==> config.mk <==
export PLATFORM = sky130hd
export DESIGN_NAME = peripheral_hub
export DESIGN_NICKNAME = d
export VERILOG_FILES = /design/src/rtl/peripheral_pkg.sv /design/src/rtl/pwm_channel.sv /design/src/rtl/peripheral_hub.sv
export SDC_FILE = /design/constraint.sdc
export NUM_CORES = 1
export LEC_CHECK = 0
export ABC_CLOCK_PERIOD_IN_PS = 3800
export CAP_MARGIN = 15
export CORE_ASPECT_RATIO = 0.8
export CORE_UTILIZATION = 55
export DETAILED_ROUTE_END_ITERATION = 10
export GPL_TIMING_DRIVEN = 0
export PLACE_DENSITY = 0.8
export SLEW_MARGIN = 20
export SYNTH_ARGS = -nofsm -noshare
export SYNTH_HDL_FRONTEND = slang
export SYNTH_SLANG_ARGS = --single-unit
==> constraint.sdc <==
create_clock -name clk -period 3.8 [get_ports clk]
set_input_delay 1.14 -clock clk [delete_from_list [all_inputs] [get_ports clk]]
set_output_delay 1.14 -clock clk [all_outputs]
set_load 0.02 [all_outputs]
==> src/rtl/peripheral_pkg.sv <==
// Shared constants for the peripheral hub: address prefixes, register selects
// and the PWM channel state encoding.
package peripheral_pkg;

    localparam logic [2:0] PFX_RAM = 3'b000;
    localparam logic [2:0] PFX_PWM = 3'b001;
    localparam logic [2:0] PFX_BTN = 3'b010;

    localparam logic SEL_ON    = 1'b0;
    localparam logic SEL_OFF   = 1'b1;
    localparam logic SEL_COUNT = 1'b0;
    localparam logic SEL_LEVEL = 1'b1;

    typedef enum logic [1:0] {
        PWM_IDLE = 2'd0,
        PWM_ON   = 2'd1,
        PWM_OFF  = 2'd2
    } pwm_state_t;

endpackage

==> src/rtl/pwm_channel.sv <==
// One PWM channel: shadow on/off registers that load into the active pair at a
// period boundary, or immediately while the channel is idle.
module pwm_channel
    import peripheral_pkg::*;
#(
    parameter int unsigned PWM_WIDTH = 32
) (
    input  logic                 clk,
    input  logic                 reset,
    input  logic                 i_wr_on,
    input  logic                 i_wr_off,
    input  logic [PWM_WIDTH-1:0] i_wdata,
    output logic [PWM_WIDTH-1:0] o_shadow_on,
    output logic [PWM_WIDTH-1:0] o_shadow_off,
    output logic                 o_pwm
);

    localparam logic [PWM_WIDTH-1:0] ONE = PWM_WIDTH'(1);

    pwm_state_t           r_state, w_state_nxt;
    logic [PWM_WIDTH-1:0] r_sh_on, r_sh_off;
    logic [PWM_WIDTH-1:0] r_on, r_off, r_cnt;
    logic [PWM_WIDTH-1:0] w_on_nxt, w_off_nxt, w_cnt_nxt;
    logic                 w_reload;

    always_ff @(posedge clk) begin
        if (reset) begin
            r_state  <= PWM_IDLE;
            r_on     <= '0;
            r_off    <= '0;
            r_cnt    <= '0;
            r_sh_on  <= '0;
            r_sh_off <= '0;
        end else begin
            r_state <= w_state_nxt;
            r_on    <= w_on_nxt;
            r_off   <= w_off_nxt;
            r_cnt   <= w_cnt_nxt;
            if (i_wr_on)  r_sh_on  <= i_wdata;
            if (i_wr_off) r_sh_off <= i_wdata;
        end
    end

    // r_cnt counts 1..N within the current phase; off=0 wraps ON straight
    // back to a new period so the output stays high across the boundary.
    always_comb begin
        w_state_nxt = r_state;
        w_on_nxt    = r_on;
        w_off_nxt   = r_off;
        w_cnt_nxt   = r_cnt;
        w_reload    = 1'b0;
        case (r_state)
            PWM_IDLE: w_reload = 1'b1;
            PWM_ON: begin
                if (r_cnt >= r_on) begin
                    if (r_off == '0) begin
                        w_reload = 1'b1;
                    end else begin
                        w_state_nxt = PWM_OFF;
                        w_cnt_nxt   = ONE;
                    end
                end else begin
                    w_cnt_nxt = r_cnt + ONE;
                end
            end
            PWM_OFF: begin
                if (r_cnt >= r_off) w_reload = 1'b1;
                else                w_cnt_nxt = r_cnt + ONE;
            end
            default: w_state_nxt = PWM_IDLE;
        endcase
        if (w_reload) begin
            w_on_nxt  = r_sh_on;
            w_off_nxt = r_sh_off;
            w_cnt_nxt = ONE;
            if (r_sh_on != '0)       w_state_nxt = PWM_ON;
            else if (r_sh_off != '0) w_state_nxt = PWM_OFF;
            else                     w_state_nxt = PWM_IDLE;
        end
    end

    assign o_pwm        = (r_state == PWM_ON);
    assign o_shadow_on  = r_sh_on;
    assign o_shadow_off = r_sh_off;

endmodule

==> src/rtl/peripheral_hub.sv <==
// Memory-mapped hub: PWM channels at prefix 001, button counters at 010.
// Define PERIPH_DEBOUNCE_EN to require DEBOUNCE_CYCLES stable cycles per button.
module peripheral_hub
    import peripheral_pkg::*;
#(
    parameter int unsigned NUM_PWM         = 2,
    parameter int unsigned NUM_BTN         = 2,
    parameter int unsigned PWM_WIDTH       = 32,
    parameter int unsigned DEBOUNCE_CYCLES = 1000
) (
    input  logic               clk,
    input  logic               reset,
    input  logic [31:0]        addr,
    input  logic [31:0]        data_in,
    input  logic               write_enable,
    input  logic               read_enable,
    input  logic [NUM_BTN-1:0] btn,
    output logic [31:0]        data_out,
    output logic               data_valid,
    output logic               addr_error,
    output logic [NUM_PWM-1:0] pwm_out
);

    logic [2:0]  w_prefix;
    logic [6:0]  w_idx;
    logic        w_sel;
    logic        w_pwm_hit, w_btn_hit, w_mapped, w_rd;
    logic [31:0] w_pwm_rdata, w_btn_rdata, w_rdata;
    logic [31:0] r_data_out;
    logic        r_data_valid, r_addr_error;

    assign w_prefix  = addr[31:29];
    assign w_idx     = addr[7:1];
    assign w_sel     = addr[0];
    assign w_pwm_hit = (w_prefix == PFX_PWM) && (32'(w_idx) < NUM_PWM);
    assign w_btn_hit = (w_prefix == PFX_BTN) && (32'(w_idx) < NUM_BTN);
    assign w_mapped  = (w_prefix == PFX_RAM) || w_pwm_hit || w_btn_hit;
    // A simultaneous write wins; the read half is dropped.
    assign w_rd      = read_enable && !write_enable;

    logic [PWM_WIDTH-1:0] w_sh_on  [NUM_PWM];
    logic [PWM_WIDTH-1:0] w_sh_off [NUM_PWM];

    for (genvar g = 0; g < NUM_PWM; g++) begin : g_pwm
        pwm_channel #(.PWM_WIDTH(PWM_WIDTH)) u_ch (
            .clk          (clk),
            .reset        (reset),
            .i_wr_on      (write_enable && w_pwm_hit && (w_idx == 7'(g)) && (w_sel == SEL_ON)),
            .i_wr_off     (write_enable && w_pwm_hit && (w_idx == 7'(g)) && (w_sel == SEL_OFF)),
            .i_wdata      (data_in[PWM_WIDTH-1:0]),
            .o_shadow_on  (w_sh_on[g]),
            .o_shadow_off (w_sh_off[g]),
            .o_pwm        (pwm_out[g])
        );
    end

    logic [NUM_BTN-1:0] r_sync1, r_sync2, r_level, w_level_nxt, w_rise;

    always_ff @(posedge clk) begin
        if (reset) begin
            r_sync1 <= '0;
            r_sync2 <= '0;
            r_level <= '0;
        end else begin
            r_sync1 <= btn;
            r_sync2 <= r_sync1;
            r_level <= w_level_nxt;
        end
    end

`ifdef PERIPH_DEBOUNCE_EN
    logic [31:0] r_db_cnt [NUM_BTN];

    always_ff @(posedge clk) begin
        for (int unsigned i = 0; i < NUM_BTN; i++) begin
            if (reset || (r_sync2[i] == r_level[i]) || (r_db_cnt[i] >= 32'(DEBOUNCE_CYCLES - 1)))
                r_db_cnt[i] <= '0;
            else
                r_db_cnt[i] <= r_db_cnt[i] + 32'd1;
        end
    end

    always_comb begin
        w_level_nxt = r_level;
        for (int unsigned i = 0; i < NUM_BTN; i++) begin
            if ((r_sync2[i] != r_level[i]) && (r_db_cnt[i] >= 32'(DEBOUNCE_CYCLES - 1)))
                w_level_nxt[i] = r_sync2[i];
        end
    end
`else
    assign w_level_nxt = r_sync2;
`endif

    assign w_rise = w_level_nxt & ~r_level;

    logic [31:0] w_cnt [NUM_BTN];

    for (genvar g = 0; g < NUM_BTN; g++) begin : g_btn
        logic [31:0] r_cnt;
        logic        w_clr;

        assign w_clr = w_rd && w_btn_hit && (w_sel == SEL_COUNT) && (w_idx == 7'(g));

        // Only conditional updates: the counter holds its value otherwise.
        always_ff @(posedge clk) begin
            if (reset)
                r_cnt <= '0;
            else if (w_clr)
                r_cnt <= w_rise[g] ? 32'd1 : 32'd0;
            else if (w_rise[g] && (r_cnt != '1))
                r_cnt <= r_cnt + 32'd1;
        end

        assign w_cnt[g] = r_cnt;
    end

    always_comb begin
        w_pwm_rdata = '0;
        w_btn_rdata = '0;
        for (int unsigned i = 0; i < NUM_PWM; i++) begin
            if (w_idx == 7'(i))
                w_pwm_rdata = (w_sel == SEL_OFF) ? 32'(w_sh_off[i]) : 32'(w_sh_on[i]);
        end
        for (int unsigned i = 0; i < NUM_BTN; i++) begin
            if (w_idx == 7'(i))
                w_btn_rdata = (w_sel == SEL_LEVEL) ? {31'b0, r_level[i]} : w_cnt[i];
        end
    end

    assign w_rdata = w_pwm_hit ? w_pwm_rdata : w_btn_rdata;

    always_ff @(posedge clk) begin
        if (reset) begin
            r_data_out   <= '0;
            r_data_valid <= 1'b0;
            r_addr_error <= 1'b0;
        end else begin
            r_data_valid <= w_rd && (w_pwm_hit || w_btn_hit);
            r_addr_error <= (write_enable || read_enable) &&
                            (!w_mapped || (write_enable && read_enable));
            if (w_rd && (w_pwm_hit || w_btn_hit))
                r_data_out <= w_rdata;
        end
    end

    assign data_out   = r_data_out;
    assign data_valid = r_data_valid;
    assign addr_error = r_addr_error;

endmodule

==> results of run 1 <==
[routing by layer]
layer	share of wire [%]	track usage, %
met2	42	51.8
met1	42	49.2
met5	0	0
met4	3.9	12.8
met3	12	8.34
[sequential cells by signal (all words and copies together) (netlist names)]
signal,count
data_valid,1
g_pwm.u_ch.r_state,4
addr_error,1
g_btn.r_cnt,64
r_sync2,2
data_out,32
g_pwm.u_ch.o_shadow_off,64
g_pwm.u_ch.r_on,64
g_pwm.u_ch.r_off,64
r_sync1,2
g_pwm.u_ch.r_cnt,64
g_pwm.u_ch.o_shadow_on,64
r_level,2
[layout by cell type, fill, tap and decap left out, types with 8 or more instances in the layout]
| cell | Yosys | layout |
|---|---|---|
| nand2_1 | 595 | 595 |
| dfxtp_1 | 428 | 428 |
| a21oi_1 | 356 | 356 |
| nor2_1 | 170 | 170 |
| inv_1 | 157 | 157 |
| ha_1 | 142 | 142 |
| clkbuf_1 | 96 | 101 |
| clkdlybuf4s50_1 | 0 | 83 |
| nand3_1 | 77 | 77 |
| nand4_1 | 72 | 72 |
| xor2_1 | 71 | 71 |
| nor3_1 | 61 | 60 |
| nor4_1 | 56 | 56 |
| clkbuf_16 | 0 | 45 |
| o21ai_0 | 38 | 38 |
| a211oi_1 | 36 | 36 |
| mux2i_1 | 35 | 35 |
| and3_1 | 33 | 33 |
| mux4_2 | 33 | 33 |
| xnor2_1 | 29 | 29 |
| or3_1 | 25 | 25 |
| buf_2 | 24 | 24 |
| buf_1 | 13 | 13 |
| and4_1 | 13 | 13 |
| nor2b_1 | 13 | 13 |
| and2_1 | 11 | 11 |
| clkbuf_8 | 0 | 11 |
| a21o_1 | 10 | 10 |
| buf_4 | 8 | 9 |
| nand2b_1 | 8 | 8 |
[power by group through the flow]
stage	logic, mW	clock network (mW)	registers [mW]
floorplan	0.136	0	4.60
global placement	0.279	0	4.60
detailed placement	0.283	0	4.60
CTS	0.284	4.61	4.50
global route	0.307	4.80	4.50
finish	0.296	4.60	4.50
[cells by family (layout without fill, tap and decap cells)]
group | after synthesis | count (layout) | synth area share [%]
simple gates | 1164 | 1164 | 24.5
mux | 69 | 69 | 5.08
other cells | 0 | 2 | 0
buf+inv | 305 | 467 | 5.78
xor+xnor | 100 | 100 | 4.02
compound gates | 496 | 496 | 13.0
fa+ha+maj | 143 | 143 | 8.21
flops | 428 | 428 | 39.4
[cell type report]
cell class	instances	area share [%]
diodes	2	0.0202
clock inverters	16	0.878
flip-flops and latches	428	34.6
well taps	528	2.66
plain buffers	148	2.70
multi-input cells	1972	48.2
repair buffers	84	3.38
clock buffers	62	5.24
inverters	157	2.38
[critical path: cells and delay by family]
family                 cells  cell delay, ps
buffers and inverters      3            1330
AND/OR/NAND/NOR            5            1550
[how the worst max path moves through the flow]
stage,cells past startpoint,start,to
6_report,8,addr[0],g_btn[0].r_cnt[22]
5_1_grt,9,addr[5],g_pwm[0].u_ch.o_shadow_on[10]
4_1_cts,10,addr[3],g_pwm[1].u_ch.o_shadow_off[21]
3_5_place_dp,10,addr[3],g_pwm[1].u_ch.o_shadow_off[21]
3_3_place_gp,10,addr[3],g_pwm[1].u_ch.o_shadow_off[26]
2_1_floorplan,9,addr[5],g_pwm[1].u_ch.o_shadow_off[10]
[through the flow]
step	cell area, sq um	hold WS (ps)	instances	setup slack, ps	util (%)
after floorplan	21800	414	2705	750	-
final	24800	456	3397	198	64.2
after global placement	23300	428	3316	-422	60.2
after global routing	24800	466	3397	33.7	64.2
after detailed placement	23300	441	3317	-542	60.3
after CTS	24800	457	3395	23.9	64.2
[what timing repair did]
| item | 4_1_cts | 5_1_grt |
|---|---|---|
| gates resized for setup | 0 | 3 |
| endpoints found under the setup margin | 0 | 83 |
| setup buffers | 0 | 0 |
==> results.txt, run 1 <==
----------------------------------------------------
[Run status]
  Status ... completed

[Layout]
  Fill cells ... approximately 3,300
  Flip-flop and latch area ... roughly 8600 sq um
  Synthesis-to-layout area growth ... 14.0%
  Fraction of final layout cells with drive strength greater than 1 ... under 10%
  Layout net count ... between 3,000 and 4,000
  Area of the multi-input gates ... between 10,000 and 15,000 sq um

[Global route]
  Aggregate global-route resource usage ... between 30% and 40%
  Pin count of the biggest net entering global routing ... 14
  Global-route wire length before repair ... between 100 and 150 mm
  Number of antenna violations at the first check in global routing ... 2
  Global route overflow ... 0
  Number of global-route vias before repair ... between 15,000 and 20,000

[Timing]
  Period minus WS final ... approximately 3600 ps
  Hold violation total from the final report ... 0
  RSZ-0062 raised after global routing ... no
  Final Skew ... ~25 ps
  Pin slew with the least headroom to its limit ... between 1000 and 1500 ps
  Max-slew violations ... 0
  Setup tns final ... 0 ps
  Final setup violating endpoints ... 0
  Tcrit/Tclk final ... 94.8%
  Fmax achieved ... between 0.2 and 0.3 GHz
  Headroom to the max-slew limit ... roughly 28%

[CTS]
  Number of buffers on the longest clock path ... 3
  Hold-fix buffer count after cts ... 0
  Number of buffers added by the clock tree synthesis step ... between 40 and 50
  Clock network latency to the later pin of the worst-skew pair ... 570 ps
  CTS H-tree lvls ... 2
  Number of sinks handled by clock tree synthesis ... between 400 and 500
  Buffer type at the clock tree root ... clkbuf_16
  Clock tree from TritonCTS ... yes
  Clock transition at the register clock pins on the worst setup and hold paths after CTS ... 60 ps

[Yosys]
  Distinct cell type count after synthesis ... 72
  Netlist area before placement ... about 22,000 sq um
  Count of flip-flops with a built-in enable after synthesis ... 0
  Synth Instances ... around 2,700
  Flops & latches, synth ... approximately 430
  Sequential fraction of the synthesis area ... slightly below 40%
  Syn Nets ... 2,917
  Top post-synthesis cells by count ... nand2_1, dfxtp_1, a21oi_1, nor2_1, inv_1
  Most common flop cell mapped by yosys ... dfxtp_1
  Post-synthesis area per instance ... roughly 8.0 sq um
  Fraction of synthesized cell area taken by the top area cell type ... between 30 and 40%
  Area leader, netlist ... dfxtp_1
  Top post-synthesis cells by area ... dfxtp_1, nand2_1, a21oi_1
  Most common cell in the synthesized netlist ... nand2_1
  Async set or reset register ratio after synthesis ... 0%
  Syn. warnings ... 0

[Pwr]
  Net switching share of the total power ... around 22%
  Switching power ... 2.09 mW
  Fraction of power consumed by sequential logic ... 47.9%
  Static leakage ... ~8.6 nW
  Power per unit of standard cell area ... ~380 nW/um^2
  Worst VDD drop ... approximately 360 uV
  Clk pwr share ... between 40% and 50%
  Portion of total power attributed to combinational logic ... about 3.2%
  Final Power ... between 9 and 10 mW
  Design internal power ... ~7.3 mW

[Worst setup path]
  Max Fanout on Critical Path ... 10
  Startpoint of the lowest-slack register-to-register path ... g_pwm[0].u_ch.r_cnt[2]
  Longest individual stage delay on the worst path ... between 600 and 700 ps
  WP data arrival ... about 4000 ps
  Most numerous cell on the critical path ... clkbuf_1
  Cell Chain, Critical Path ... clkdlybuf4s50_1 -> nand4b_1 -> nor4_1 -> nor2b_1 -> or2_2 -> clkbuf_1 -> clkbuf_1 -> nor3_1
  Kind of critical path ... in -> reg
  Depth of the most critical reg-to-reg path ... 10
  Worst setup SP type ... input pin
  Data required time of the critical path ... 4220 ps
  CP max-delay cell ... clkbuf_1
  Capturing element type of the critical path ... register
  Worst R2R Setup Slack ... between 300 and 400 ps
  FF-to-FF End ... g_pwm[0].u_ch.r_cnt[15]

[Floorplan]
  Die X ... about 220 um
  Initial Utilization ... around 56%
  Total die area ... a little over 40,000 sq um
  Core Region ... between 30,000 and 40,000 sq um
  Std-Cell Rows ... 64
  Boundary Pins ... roughly 110
  Die Y-Extent ... ~180 um

[Detailed routing]
  Count of TritonRoute iterations in the first routing pass ... 6
  Number of vias after detailed routing ... 20,900
  Routed wirelength normalized by instance count ... 21.1 um
  Starting DRC count in detailed routing ... about 2,200
  Post-Route WL ... approximately 72 mm
  Number of vias per cell after detailed routing ... ~6
  DR DRC count ... 0
  Count of nets left with antenna violations after detail routing ... 0

[Flow run]
  Total of max-cap violations ... 0

[Min path]
  Hold endpoint ... r_sync2[0]
  Number of cells on the worst hold path ... 1
  Hold Path Class ... reg -> reg
  Origin of the worst min-delay path ... r_sync1[0]

[Place]
  Port buffer count ... 83
  Last weighted congestion value of the routability-driven placer ... roughly 0.98
  Post-detail-place hpwl ... between 50 and 60 mm

----------------------------------------------------
Power figures use the tool's default switching activity.
==> run 2: changes to the inputs <==
Settings changed: HOLD_SLACK_MARGIN set to 0.05.
==> results of run 2 <==
Same layout as run 1: the final DEF is identical, and so are final timing and power.
